[src/rtl/pd_stream_arbiter.sv]
// pd_stream_arbiter
//
// Round-robin, packet-locked arbiter. NUM_REQ producers of posit-decoded
// beats share one downstream normaliser/encoder. Once a requester is granted,
// the grant holds from the first beat of its packet through the beat that
// carries eow, so packets never interleave. Each new arbitration costs one
// IDLE cycle.
//
// Beat payload (DATA_W bits, MSB first):
//   {scale[SCALE_W], fraction[FRAC_W], NaR, sign, zero, guard, round, sticky}
//
// Ports:
//   clk        rising-edge clock
//   rst_n      asynchronous active-low reset
//   s_rts      per-requester ready-to-send
//   s_rtr      per-requester ready-to-receive; only the granted bit can be set
//   s_sow      per-requester start-of-word (first beat of a packet)
//   s_eow      per-requester end-of-word (last beat of a packet)
//   s_data     packed payloads; requester i is at [i*DATA_W +: DATA_W]
//   m_rts      downstream ready-to-send
//   m_rtr      downstream ready-to-receive
//   m_sow      downstream start-of-word
//   m_eow      downstream end-of-word
//   m_data     downstream payload
//   grant_idx  granted requester; meaningful while busy=1
//   busy       1 while a packet is locked
module pd_stream_arbiter #(
    parameter int NUM_REQ = 4,
    parameter int SCALE_W = 6,
    parameter int FRAC_W  = 13,
    localparam int DATA_W = SCALE_W + FRAC_W + 6,
    localparam int IDX_W  = $clog2(NUM_REQ)
) (
    input  logic                      clk,
    input  logic                      rst_n,
    input  logic [NUM_REQ-1:0]        s_rts,
    output logic [NUM_REQ-1:0]        s_rtr,
    input  logic [NUM_REQ-1:0]        s_sow,
    input  logic [NUM_REQ-1:0]        s_eow,
    input  logic [NUM_REQ*DATA_W-1:0] s_data,
    output logic                      m_rts,
    input  logic                      m_rtr,
    output logic                      m_sow,
    output logic                      m_eow,
    output logic [DATA_W-1:0]         m_data,
    output logic [IDX_W-1:0]          grant_idx,
    output logic                      busy
);

    typedef enum logic {
        ST_IDLE   = 1'b0,
        ST_LOCKED = 1'b1
    } state_t;

    state_t             r_state;
    logic [IDX_W-1:0]   r_grant_idx;
    logic [IDX_W-1:0]   r_last_idx;

    state_t             w_next_state;
    logic [IDX_W-1:0]   w_next_grant;
    logic [IDX_W-1:0]   w_next_last;
    logic [IDX_W-1:0]   w_cand;
    logic [IDX_W-1:0]   w_pick;
    logic               w_found;

    always_ff @(posedge clk or negedge rst_n) begin
        if (!rst_n) begin
            r_state     <= ST_IDLE;
            r_grant_idx <= '0;
            r_last_idx  <= IDX_W'(NUM_REQ - 1);
        end else begin
            r_state     <= w_next_state;
            r_grant_idx <= w_next_grant;
            r_last_idx  <= w_next_last;
        end
    end

    always_comb begin
        w_next_state = r_state;
        w_next_grant = r_grant_idx;
        w_next_last  = r_last_idx;
        w_cand       = '0;
        w_pick       = '0;
        w_found      = 1'b0;
        s_rtr        = '0;
        m_rts        = 1'b0;
        m_sow        = 1'b0;
        m_eow        = 1'b0;
        m_data       = '0;

        case (r_state)
            ST_IDLE: begin
                // Search starts one past the last packet's owner, so the
                // previous winner has the lowest priority this round.
                for (int k = 1; k <= NUM_REQ; k++) begin
                    w_cand = IDX_W'((int'(r_last_idx) + k) % NUM_REQ);
                    if (!w_found && s_rts[w_cand]) begin
                        w_found = 1'b1;
                        w_pick  = w_cand;
                    end
                end
                if (w_found) begin
                    w_next_state = ST_LOCKED;
                    w_next_grant = w_pick;
                end
            end

            ST_LOCKED: begin
                m_rts              = s_rts[r_grant_idx];
                m_sow              = s_sow[r_grant_idx];
                m_eow              = s_eow[r_grant_idx];
                m_data             = s_data[r_grant_idx*DATA_W +: DATA_W];
                s_rtr[r_grant_idx] = m_rtr;
                // Release only on the eow beat actually transferring; a
                // stalled eow beat keeps the lock.
                if (s_rts[r_grant_idx] && m_rtr && s_eow[r_grant_idx]) begin
                    w_next_state = ST_IDLE;
                    w_next_last  = r_grant_idx;
                end
            end

            default: begin
                w_next_state = ST_IDLE;
            end
        endcase
    end

    assign grant_idx = r_grant_idx;
    assign busy      = (r_state == ST_LOCKED);

endmodule

[config.mk]
export PLATFORM = sky130hd
export DESIGN_NAME = pd_stream_arbiter
export DESIGN_NICKNAME = d
export VERILOG_FILES = /design/src/rtl/pd_stream_arbiter.sv
export SDC_FILE = /design/constraint.sdc
export NUM_CORES = 1
export LEC_CHECK = 0
export ABC_AREA = 0
export CORE_MARGIN = 2
export CORE_UTILIZATION = 25
export CTS_CLUSTER_SIZE = 25
export DETAILED_ROUTE_END_ITERATION = 10
export PLACE_DENSITY_LB_ADDON = 0.3
export REMOVE_ABC_BUFFERS = 1
export SYNTH_ARGS = -nofsm -noshare
export SYNTH_HDL_FRONTEND = slang
export SYNTH_SLANG_ARGS = --single-unit
export TNS_END_PERCENT = 5
[constraint.sdc]
create_clock -name clk -period 2.49 [get_ports clk]
set_clock_uncertainty 0.15 [all_clocks]
set_input_delay 0.498 -clock clk [delete_from_list [all_inputs] [get_ports clk]]
set_output_delay 0.498 -clock clk [all_outputs]
set_load 0.02 [all_outputs]
Yosys cells after proc, flatten, opt, wreduce, memory -nomap -nowiden:

Cells that the tools add are included.

* multipliers: 1
* reductions and logical operators: 11
* bitwise operators: 2
* order comparisons: 6
* shift operators: 1
* add/sub/neg operators: 4
* muxes and demuxes: 36

Operator list (count)
* $shiftx A100 B8 Y25: 1
* $mux W25: 1
* $mux W1: 21
* $lt A2 B3 Y1 const B: 5
* $bmux W1 S2: 7
* $mux W2: 4
* $mul A2 B5 Y7 const B: 1
* $logic_and A1 B1 Y1: 6
* $add A2 B1 Y2 const B: 2
* $add A2 B2 Y2 const B: 2
* $and A4 B4 Y4: 1
* $mux W4: 1
* $reduce_and A2 Y1: 2
* $logic_not A1 Y1: 3
* $demux W1 S2: 1
* $ge A2 B1 Y1 const B: 1
* $pmux W1 S2: 1
* $not A1 Y1: 1

* output and inout bits: 35
* logic and storage cells: 64
* input port bits: 115
* register bits after elaboration: 5

Logic depth before layout (Yosys ltp):

* depth in word-level cells: 19
* depth in mapped cells: 4
* gate-level depth less buffers: 3

Worst setup path before layout:

OpenSTA, ideal clock, no wires.

* path kind: flip-flop to output port
* from: reg r_grant_idx[0] (netlist: grant_idx[0])
* to: out m_data[19]
* data required time: 1842 ps
* path slack: 275 ps
* cell stages (with the launch flop): 5
* arrival time: 1567 ps
* buffers on the path: 2
* path through: dfrtp_1 -> buf_6 -> buf_2 -> mux4_2 -> and2_1

* cells in the longest elaborated chain, start to end: 3

Ends and longest elaborated chain
* from (decl): RTL line 56 `logic [IDX_W-1:0] r_grant_idx;`
* from (signal assigned): RTL line 73 `r_grant_idx <= w_next_grant;`
* $mul A2 B5 Y7: RTL line 112 `m_data = s_data[r_grant_idx*DATA_W +: DATA_W];`
* $shiftx A100 B8 Y25: RTL line 112
* $mux W25: RTL line 91 `case (r_state)`
* to (decl): RTL line 45 `output logic [DATA_W-1:0] m_data,`

Every way passes these cells.

Final worst setup path:

* from: in s_data[58]
* to: out m_data[8]

* cells in the longest elaborated chain, start to end: 2

Ends and longest elaborated chain
* from (decl): RTL line 40 `input logic [NUM_REQ*DATA_W-1:0] s_data,`
* $shiftx A100 B8 Y25: RTL line 112
* $mux W25: RTL line 91

Every way passes these cells.

==> out/qor.log <==
INFO  synth          postSynth.topFlopCell=dfrtp_1
INFO  route          drt-pass1-iter-count=4
INFO  synth          synth_warnings=0
INFO  clock_tree     clk_latency=0.22ns
INFO  worst_setup_path endpoint=m_data[8]
INFO  worst_setup_path end_kind=primary output
INFO  power_and_ir_drop p_leak=1.11nW
INFO  route          drt.antenna.violating_nets=0
INFO  global_routing first_global_vias=1443
INFO  sta            worst_slew_margin_rel=0.581
INFO  placement      dp_hpwl=4.61mm
INFO  synth          syn_inst=103
INFO  sta            timing_hold_violations_final=0
INFO  synth          yosys_reg_bits=5
INFO  sta            setup-tns-final=0ns
INFO  clock_tree     clk_pin_slew_worst_paths=0.03ns
INFO  sta            post-route-period-util=0.995
INFO  worst_hold_path timing.hold.worst.class=in2async
INFO  global_routing initial_antenna_violation_count=0
INFO  placement      post_dp_cell_area=0.00284mm^2
INFO  final_layout   finish.instance_area=0.00281mm^2
INFO  sta            worstMarginPinSlew=0.623ns
INFO  clock_tree     clockBufferDepth=2
INFO  worst_setup_path worst_r2r_startpoint=grant_idx[0]
INFO  synth          syn-cell-area=0.00119mm^2
INFO  worst_setup_path worst_setup_path_start_kind=primary input
INFO  power_and_ir_drop power_density=890mW/mm^2
INFO  global_routing grtUsageMet3=0.0290
INFO  synth          proportion_of_netlist_area_held_by_the_largest_area_contributor=0.531
INFO  route          dr_wl_cell=17.1um
INFO  global_routing use_met2=0.341
INFO  global_routing grt.overflow.total=0
INFO  worst_setup_path path_max_fanout=1
INFO  worst_setup_path r2r_cells=5
INFO  final_layout   n_antenna_cell=0
INFO  floorplanning  io_pins=150
INFO  floorplanning  rows=25
INFO  power_and_ir_drop ir_worst_vdd=0.700mV
INFO  sta            report.final.setup_viol=0
INFO  synth          syn-mean-instance-area=11.5um^2
INFO  worst_setup_path worst_setup_path_startpoint=s_data[58]
INFO  synth          synth.yosys.seq_area_share=0.107
INFO  route          detailedRoute.firstIterationViolations=43
INFO  global_routing global_route.usage.total=0.193
INFO  clock_tree     cts-resized-gates=41
INFO  synth          synth_edf_count=0
INFO  sta            achievable-frequency=404MHz
INFO  floorplanning  fp.coreArea=0.00466mm^2
INFO  global_routing grt-busiest-layer=met2
INFO  clock_tree     cts_tree=yes
INFO  final_layout   layout-drive-gt1-share=0.257
INFO  sta            setup_repair_after_global_routing_missed_its_margin=yes
INFO  synth          synth-async-reset-ratio=1.00
INFO  route          drt_drc_violations_left=0
INFO  final_layout   finish.utilization=0.603
INFO  floorplanning  die_w=73.0um
INFO  synth          synth_cell_type_count=24
INFO  route          via_per_inst=4.77
INFO  worst_setup_path worst-setup-path-type=in2out
INFO  worst_setup_path r2r_end=r_last_idx[1]
INFO  worst_setup_path setup.reg_to_reg.worst_slack=0.51ns
INFO  floorplanning  die_height=73.0um
INFO  route          drt_wl_total=5.38mm
INFO  clock_tree     cts.hold.buffers_added=0
INFO  floorplanning  initial_core_util=0.255
INFO  placement      io_buffer_count=149
INFO  run            cap_viol_max_count=0
INFO  sta            finalCriticalPeriod=2.48ns
INFO  worst_setup_path cp.arrival=1.83ns
INFO  placement      globalplace.congestion=0.797
INFO  sta            final_critical_path_setup_slack=0.0127ns
INFO  clock_tree     cts_num_sinks=5
INFO  outcome        outcome=finished, final reports clean
INFO  worst_setup_path worst_ep_required_time=1.84ns
INFO  global_routing grt_util_met1=0.252
INFO  clock_tree     ctsHtreeMaxLevel=1
INFO  clock_tree     cts-buffers-inserted=3
INFO  synth          synth_largest_area_cell=mux4_2
INFO  clock_tree     clk_root_buffer_cell=clkbuf_8
INFO  clock_tree     cts_setup_buffers=0
INFO  final_layout   final_nets=377
INFO  synth          synth.top_cells.by_count=28 x and2_1, 28 x mux4_2, 7 x nor2_1
INFO  placement      placement.setup.worst_slack=-0.278ns
INFO  global_routing grt_start_max_net_pins=34
INFO  global_routing grt_first_pass_wirelength=7.90mm
INFO  sta            finalMaxSlewViolations=0
INFO  sta            worst_hold_slack=0.346ns
INFO  floorplanning  design.die.area=0.00532mm^2
INFO  synth          synth_top_cells_by_area=mux4_2 53%, and2_1 15%, dfrtp_1 6.3%
INFO  final_layout   flow.area_growth_from_synthesis=136%
INFO  route          dr_vias=1501
critical path: stages:
cell and delay, ns:
clkdlybuf4s50_1 0.40, mux4_2 0.44, and2_1 0.16, dlygate4sd2_1 0.33
registers in the layout (all words and copies together) (netlist names):
name / flops
r_last_idx: 2
busy: 1
grant_idx: 2
cells in the final DEF, fill, tap and decap left out, drive strengths merged:
cell and count:
clkdlybuf4s50 117, mux4 28, and2 28, buf 18, clkbuf 17, clkdlybuf4s15 10
dlygate4sd2 8, nor2 7, dfrtp 3, inv 2, nand2 2, nor3 2
nor2b 2, o21ai 2, nand2b 2, mux2 2, dfstp 2, nand3 1
nor4 1, nand4 1, a21boi 1, a21o 1, o21ba 1, a41oi 1
nor3b 1, o41ai 1
metrics by stage:
step / power [W] / cells
final: 0.00250 / 315
after global routing: 0.00267 / 315
after global placement: 0.00258 / 311
after CTS: 0.00256 / 315
after detailed placement: 0.00260 / 311
after floorplan: 0.00146 / 91
where the power goes:
part / switching, W / internal, W / leakage [nW]
logic: 0.000992 / 0.00117 / 1.04
clock network: 0.0000358 / 0.000110 / 0.0228
registers: 0.0000589 / 0.000132 / 0.0529
metal layers:
metal	routed length, um	part of all wire
met1	2190	0.41
met3	340	0.063
met2	2810	0.52
met5	0	0
met4	35	0.0065
cell type report:
type,count,area (um^2)
Fill cell,422,1850
Timing Repair Buffer,166,1580
Multi-Input combinational cell,84,981
Sequential cell,5,129
Tap cell,54,67.6
Clock buffer,4,45.0
Inverter,2,7.51
worst min-delay path by stage:
| stage | endpoint | slack [ns] | cells after the start |
|---|---|---|---|
| after floorplan | busy | 0.05 | 0 |
| after global placement | r_last_idx[1] | 0.39 | 1 |
| after detailed placement | r_last_idx[1] | 0.42 | 1 |
| after CTS | grant_idx[1] | 0.35 | 1 |
| after global routing | grant_idx[1] | 0.36 | 1 |
| final | grant_idx[1] | 0.35 | 1 |
logic make-up after synthesis:
logic type,Yosys count,synth area share
buffers and inverters,14,0.0674
AO/OA/AOI/OAI,7,0.0442
multiplexers,30,0.549
flip-flops,5,0.107
AND/OR/NAND/NOR,47,0.232
(Power assumes the default switching activity.)
==> RTL change 1 (same flow settings) <==
Change the parameter `FRAC_W` from 13 to 9.
--- a/src/rtl/pd_stream_arbiter.sv
+++ b/src/rtl/pd_stream_arbiter.sv
@@ -27,7 +27,7 @@
 module pd_stream_arbiter #(
     parameter int NUM_REQ = 4,
     parameter int SCALE_W = 6,
-    parameter int FRAC_W  = 13,
+    parameter int FRAC_W  = 9,
     localparam int DATA_W = SCALE_W + FRAC_W + 6,
     localparam int IDX_W  = $clog2(NUM_REQ)
 ) (
Interface: changed (resized m_data and s_data); port bits go from 150 to 130. No check against the original RTL was run, so the function may have changed too.
==> RTL change 1 against the unedited design <==
Setup slack improved by 0.012 ns. Sequential cell count unchanged. Die area decreased by 9.1%. Design area down 9.2%. Via count fell by 12%. First-iteration DRC count is 14% lower. Area after synthesis shrank 9.6%. Worst hold slack better by 0.012 ns. Fmax up 0.48%. Total power is 10% lower. Routed wire length shrank 18%. Largest cell class unchanged.
==> RTL change 1: results (changes against the unedited design) <==
status completed (unchanged); Reg-to-Reg End r_last_idx[0]$_DFFE_PN1P_ (was r_last_idx[1]$_DFFE_PN1P_); sequential fraction of the synthesis area 0.1187 (was 0.1074); Vias per Instance 4.708 (was 4.765); nets@finish 331 (was 377); first-pass GRT wire length 7.093 mm (was 7.900 mm); syn_area_per_cell 11.68 um^2 (was 11.54 um^2); commonest cells in the netlist and2_1, mux4_2, nor2_1, mux4_1, clkbuf_1 (was and2_1, mux4_2, nor2_1, clkbuf_1, buf_2); complex-gate fraction of the synthesized area 0.05355 (was 0.04421); synth top area cells mux4_2, mux4_1, and2_1, dfrtp_1, dfstp_2 (was mux4_2, and2_1, dfrtp_1, dfstp_2, buf_6); Final GP Congestion 0.7976 (was 0.7973); WL/cell 15.68 um (was 17.06 um); # placed instances 277 (was 311); actual slew at the worst max-slew pin 0.2847 ns (was 0.6229 ns); Synth cell types 26 (was 24); Int Power 1.310 mW (was 1.415 mW); Leakage 1.031 nW (was 1.112 nW); post-synthesis mux area share 0.5448 (was 0.5495); via count of the first global-routing pass 1,435 (was 1,443); Total Wirelength 4.406 mm (was 5.375 mm); Synth Area in XOR/XNOR 0 (unchanged); share of layout cells above drive strength 1 0.2554 (was 0.2567); port bufs 129 (was 149); initial drt markers 37 (was 43); Final HPWL DP 3.831 mm (was 4.609 mm); slowest cell delay on critical path between 0.4 and 0.5 ns; R2R Setup Slk 0.58 ns (was 0.51 ns); GRT Total Usage 0.1818 (was 0.1925); Cell Area, Placed 2555 um^2 (was 2841 um^2); peak supply drop 576.8 uV (was 700.0 uV)
RTL change 1: cell types whose count changed in the layout (fill, tap and decap cells not counted), moves of 3 or more:
cell | before | now
clkdlybuf4s15_2 | 0 | 4
mux4_2 | 28 | 21
clkbuf_2 | 13 | 8
and2_1 | 28 | 24
buf_4 | 13 | 10
mux4_1 | 0 | 3
clkdlybuf4s50_1 | 117 | 101
dlygate4sd2_1 | 8 | 2
RTL change 1: how the worst max path moves through the flow:
stage | startpoint | endpoint | slack (ns) | depth (start not counted)
global placement | s_rts[1] | m_rts | -0.30 | 4
finish | s_data[46] | m_data[4] | 0.02 | 4
detailed placement | s_rts[0] | m_rts | -0.31 | 4
floorplan | grant_idx[0]$_DFFE_PN0P_ | m_rts | -0.33 | 2
global route | s_data[48] | m_data[6] | -0.009 | 4
CTS | s_data[79] | m_data[16] | 0.001 | 4
RTL change 1: power groups by stage:
stage / Combinational, mW / Clock, mW / Sequential [mW]
floorplan: 0.934 / 0 / 0.316
global placement: 2.07 / 0 / 0.185
detailed placement: 2.09 / 0 / 0.184
CTS: 1.96 / 0.150 / 0.184
global route: 2.05 / 0.155 / 0.192
finish: 1.92 / 0.146 / 0.183
RTL change 1: timing repair:
action                     in CTS  in global routing
setup endpoints to repair      26                 23
gates resized for setup        45                 24
gates cloned                    0                  0
RTL change 1: per-layer routing:
layer,routed length [um],vias up,track usage
met5,0,-,0
met4,57,0,0.04139
met3,150,8,0.02326
met2,2520,44,0.3547
met1,1678,629,0.2075
li1,-,642,-
RTL change 1: per-stage QoR:
step,setup slack [ns],hold WS [ns],setup TNS [ns]
5_1_grt,-0.008608,0.3707,-0.008608
3_5_place_dp,-0.3101,0.4347,-5.514
3_3_place_gp,-0.2987,0.4340,-5.012
4_1_cts,0.001225,0.3599,0
2_1_floorplan,-0.3342,0.05241,-6.225
6_report,0.02445,0.3583,0
RTL change 1: logic make-up (layout without fill, tap and decap cells):
logic type	count (synthesis)	after routing
AO/OA/AOI/OAI	8	8
buffers and inverters	11	150
flip-flops	5	5
multiplexers	26	26
AND/OR/NAND/NOR	42	42
RTL change 1: final cells by class:
| cell class | instances | area, um^2 |
|---|---|---|
| Sequential cell | 5 | 128.9 |
| Clock buffer | 4 | 45.04 |
| Inverter | 2 | 7.507 |
| Timing Repair Buffer | 144 | 1429 |
| Tap cell | 50 | 62.56 |
| Multi-Input combinational cell | 76 | 878.3 |
| Fill cell | 364 | 1506 |
==> RTL change 2 (config.mk and constraints unchanged) <==
Made on the original files. Make the reset (`rst_n`) synchronous in one clocked block. Comments in the files are not updated.
--- a/src/rtl/pd_stream_arbiter.sv
+++ b/src/rtl/pd_stream_arbiter.sv
@@ -63,7 +63,7 @@
     logic [IDX_W-1:0]   w_pick;
     logic               w_found;
 
-    always_ff @(posedge clk or negedge rst_n) begin
+    always_ff @(posedge clk) begin
         if (!rst_n) begin
             r_state     <= ST_IDLE;
             r_grant_idx <= '0;
Check against the original RTL: differs if rst_n is asserted again (counterexample within 4 cycles, from zero or initial values and one cycle with rst_n low); with rst_n held inactive, the same outputs for 4 cycles.
==> RTL change 2 against the unedited design <==
Design area down 0.13%. Highest routed layer unchanged. Routed wire length up 5.8%. Setup slack better by 0.011 ns. Area after synthesis down 1.1%. Sequential cell count unchanged. Critical endpoint is now m_data[6]. Critical path type unchanged.
Power is left out: it rests on default switching activity, and per cell area and clock period it moved more than threefold.
==> RTL change 2: results (changes against the unedited design) <==
status completed (unchanged); CP Launch Type primary input (unchanged); R2R cell count 5 (unchanged); largest net degree at the start of global routing 27 (was 34); initial drt markers 69 (was 43); clock tree buffer depth 2 (unchanged); sequential fraction of the synthesis area 0.08511 (was 0.1074); n_diodes 0 (unchanged); reg2reg start grant_idx[0]$_SDFFE_PN0P_ (was grant_idx[0]$_DFFE_PN0P_); TritonCTS Buffers 3 (unchanged); port bufs 149 (unchanged); CP Max Fanout 1 (unchanged); Root Buffer clkbuf_8 (unchanged); Final GP Congestion 0.8221 (was 0.7973); R2R Setup Slk 0.61 ns (was 0.51 ns); Final HPWL DP 5.094 mm (was 4.609 mm); max_slew headroom 0.6965 (was 0.5809); Worst Hold Depth 2; GRT Total Usage 0.2100 (was 0.1925); initial antenna violation count 0 (unchanged); register clock-pin slew on the reported worst setup and hold paths around 0.040 ns; CP delay by family, top buffers and inverters (unchanged); Top FF cell, synth dfxtp_1 (was dfrtp_1); postcts setup bufs 0 (unchanged); hold_ws 0.3867 ns (was 0.3460 ns); WL/cell 17.78 um (was 17.06 um); via count of the first global-routing pass 1,512 (was 1,443); first-pass GRT wire length 8.286 mm (was 7.900 mm); Synth cell types 28 (was 24); commonest cells in the netlist and2_1, mux4_2, inv_1, nor2_1 (was and2_1, mux4_2, nor2_1, clkbuf_1, buf_2); nets@finish 384 (was 377); Reg-to-Reg End r_last_idx[1]$_SDFFE_PN1P_ (was r_last_idx[1]$_DFFE_PN1P_); share of layout cells above drive strength 1 0.2313 (was 0.2567); Gate Count Post-Synth 111 (was 103); asr flop ratio synth 0 (was 1.000); synth top area cells mux4_2, and2_1, dfxtp_1, mux2i_1, o21ai_0 (was mux4_2, and2_1, dfrtp_1, dfstp_2, buf_6); Slowest-stage cell, CP mux4_2 (unchanged); via count 1,611 (was 1,501); Min-Delay Path Class flip-flop to flip-flop (was primary input to async pin); post-route ant nets 0 (unchanged); Cell Area, Placed 2836 um^2 (was 2841 um^2)
## RTL change 2: cell types whose count changed after synthesis, sizes merged, moves of 2 or more
| cell | before | now |
|---|---|---|
| nor3 | 2 | 0 |
| dfrtp | 3 | 0 |
| dfstp | 2 | 0 |
| inv | 2 | 6 |
| nor2b | 2 | 0 |
| mux2 | 2 | 0 |
| dfxtp | 0 | 5 |
| mux2i | 0 | 3 |
| o21ai | 2 | 5 |
## RTL change 2: area by class of cell
class                   count  area (um^2)
clock buffers               4        45.04
fillers                   393         1638
inverters                   6        22.52
flip-flops and latches      5        101.3
repair buffers            164         1579
well taps                  52        65.06
multi-input cells          89        993.5
## RTL change 2: repair_timing
action                                  CTS  global route
endpoints found under the setup margin   31            24
resized for setup                        47            26
pin swaps                                 0             0
## RTL change 2: kinds of logic (layout without fill, tap and decap cells)
family | after synthesis | after routing | synth area share
flip-flops | 5 | 5 | 0.08511
AO/OA/AOI/OAI | 16 | 16 | 0.09150
multiplexers | 30 | 30 | 0.5426
buffers and inverters | 17 | 174 | 0.07020
AND/OR/NAND/NOR | 43 | 43 | 0.2106
## RTL change 2: metrics by stage
step	instances	setup slack [ns]	TNS, ns
floorplan	100	-0.6093	-16.91
global placement	316	-0.2517	-5.639
detailed placement	316	-0.2696	-6.116
CTS	320	0.001151	0
global route	320	0.001627	0
finish	320	0.02400	0
## RTL change 2: worst max-delay path by stage
stage / startpoint / end / slack, ns / depth (start not counted)
after global placement: s_eow[3] / m_eow / -0.25 / 4
after CTS: s_data[99] / m_data[24] / 0.001 / 4
final: s_data[81] / m_data[6] / 0.02 / 4
after floorplan: grant_idx[0]$_SDFFE_PN0P_ / m_eow / -0.61 / 2
after detailed placement: s_data[84] / m_data[9] / -0.27 / 4
after global routing: s_data[98] / m_data[23] / 0.002 / 4
## RTL change 2: worst register-to-register path: stages, from the launching register on
cell and delay, ns:
dfxtp_2 0.37, buf_4 0.17, mux4_2 0.51, buf_4 0.15
and2_4 0.13, a211o_1 0.28
## RTL change 2: metal layers
layer	vias up	GRT usage	wire length, um
met5	-	0	0
met4	0	0.07407	158
met1	773	0.2541	2211
met3	12	0.04282	460
li1	747	-	-
met2	79	0.3687	2859
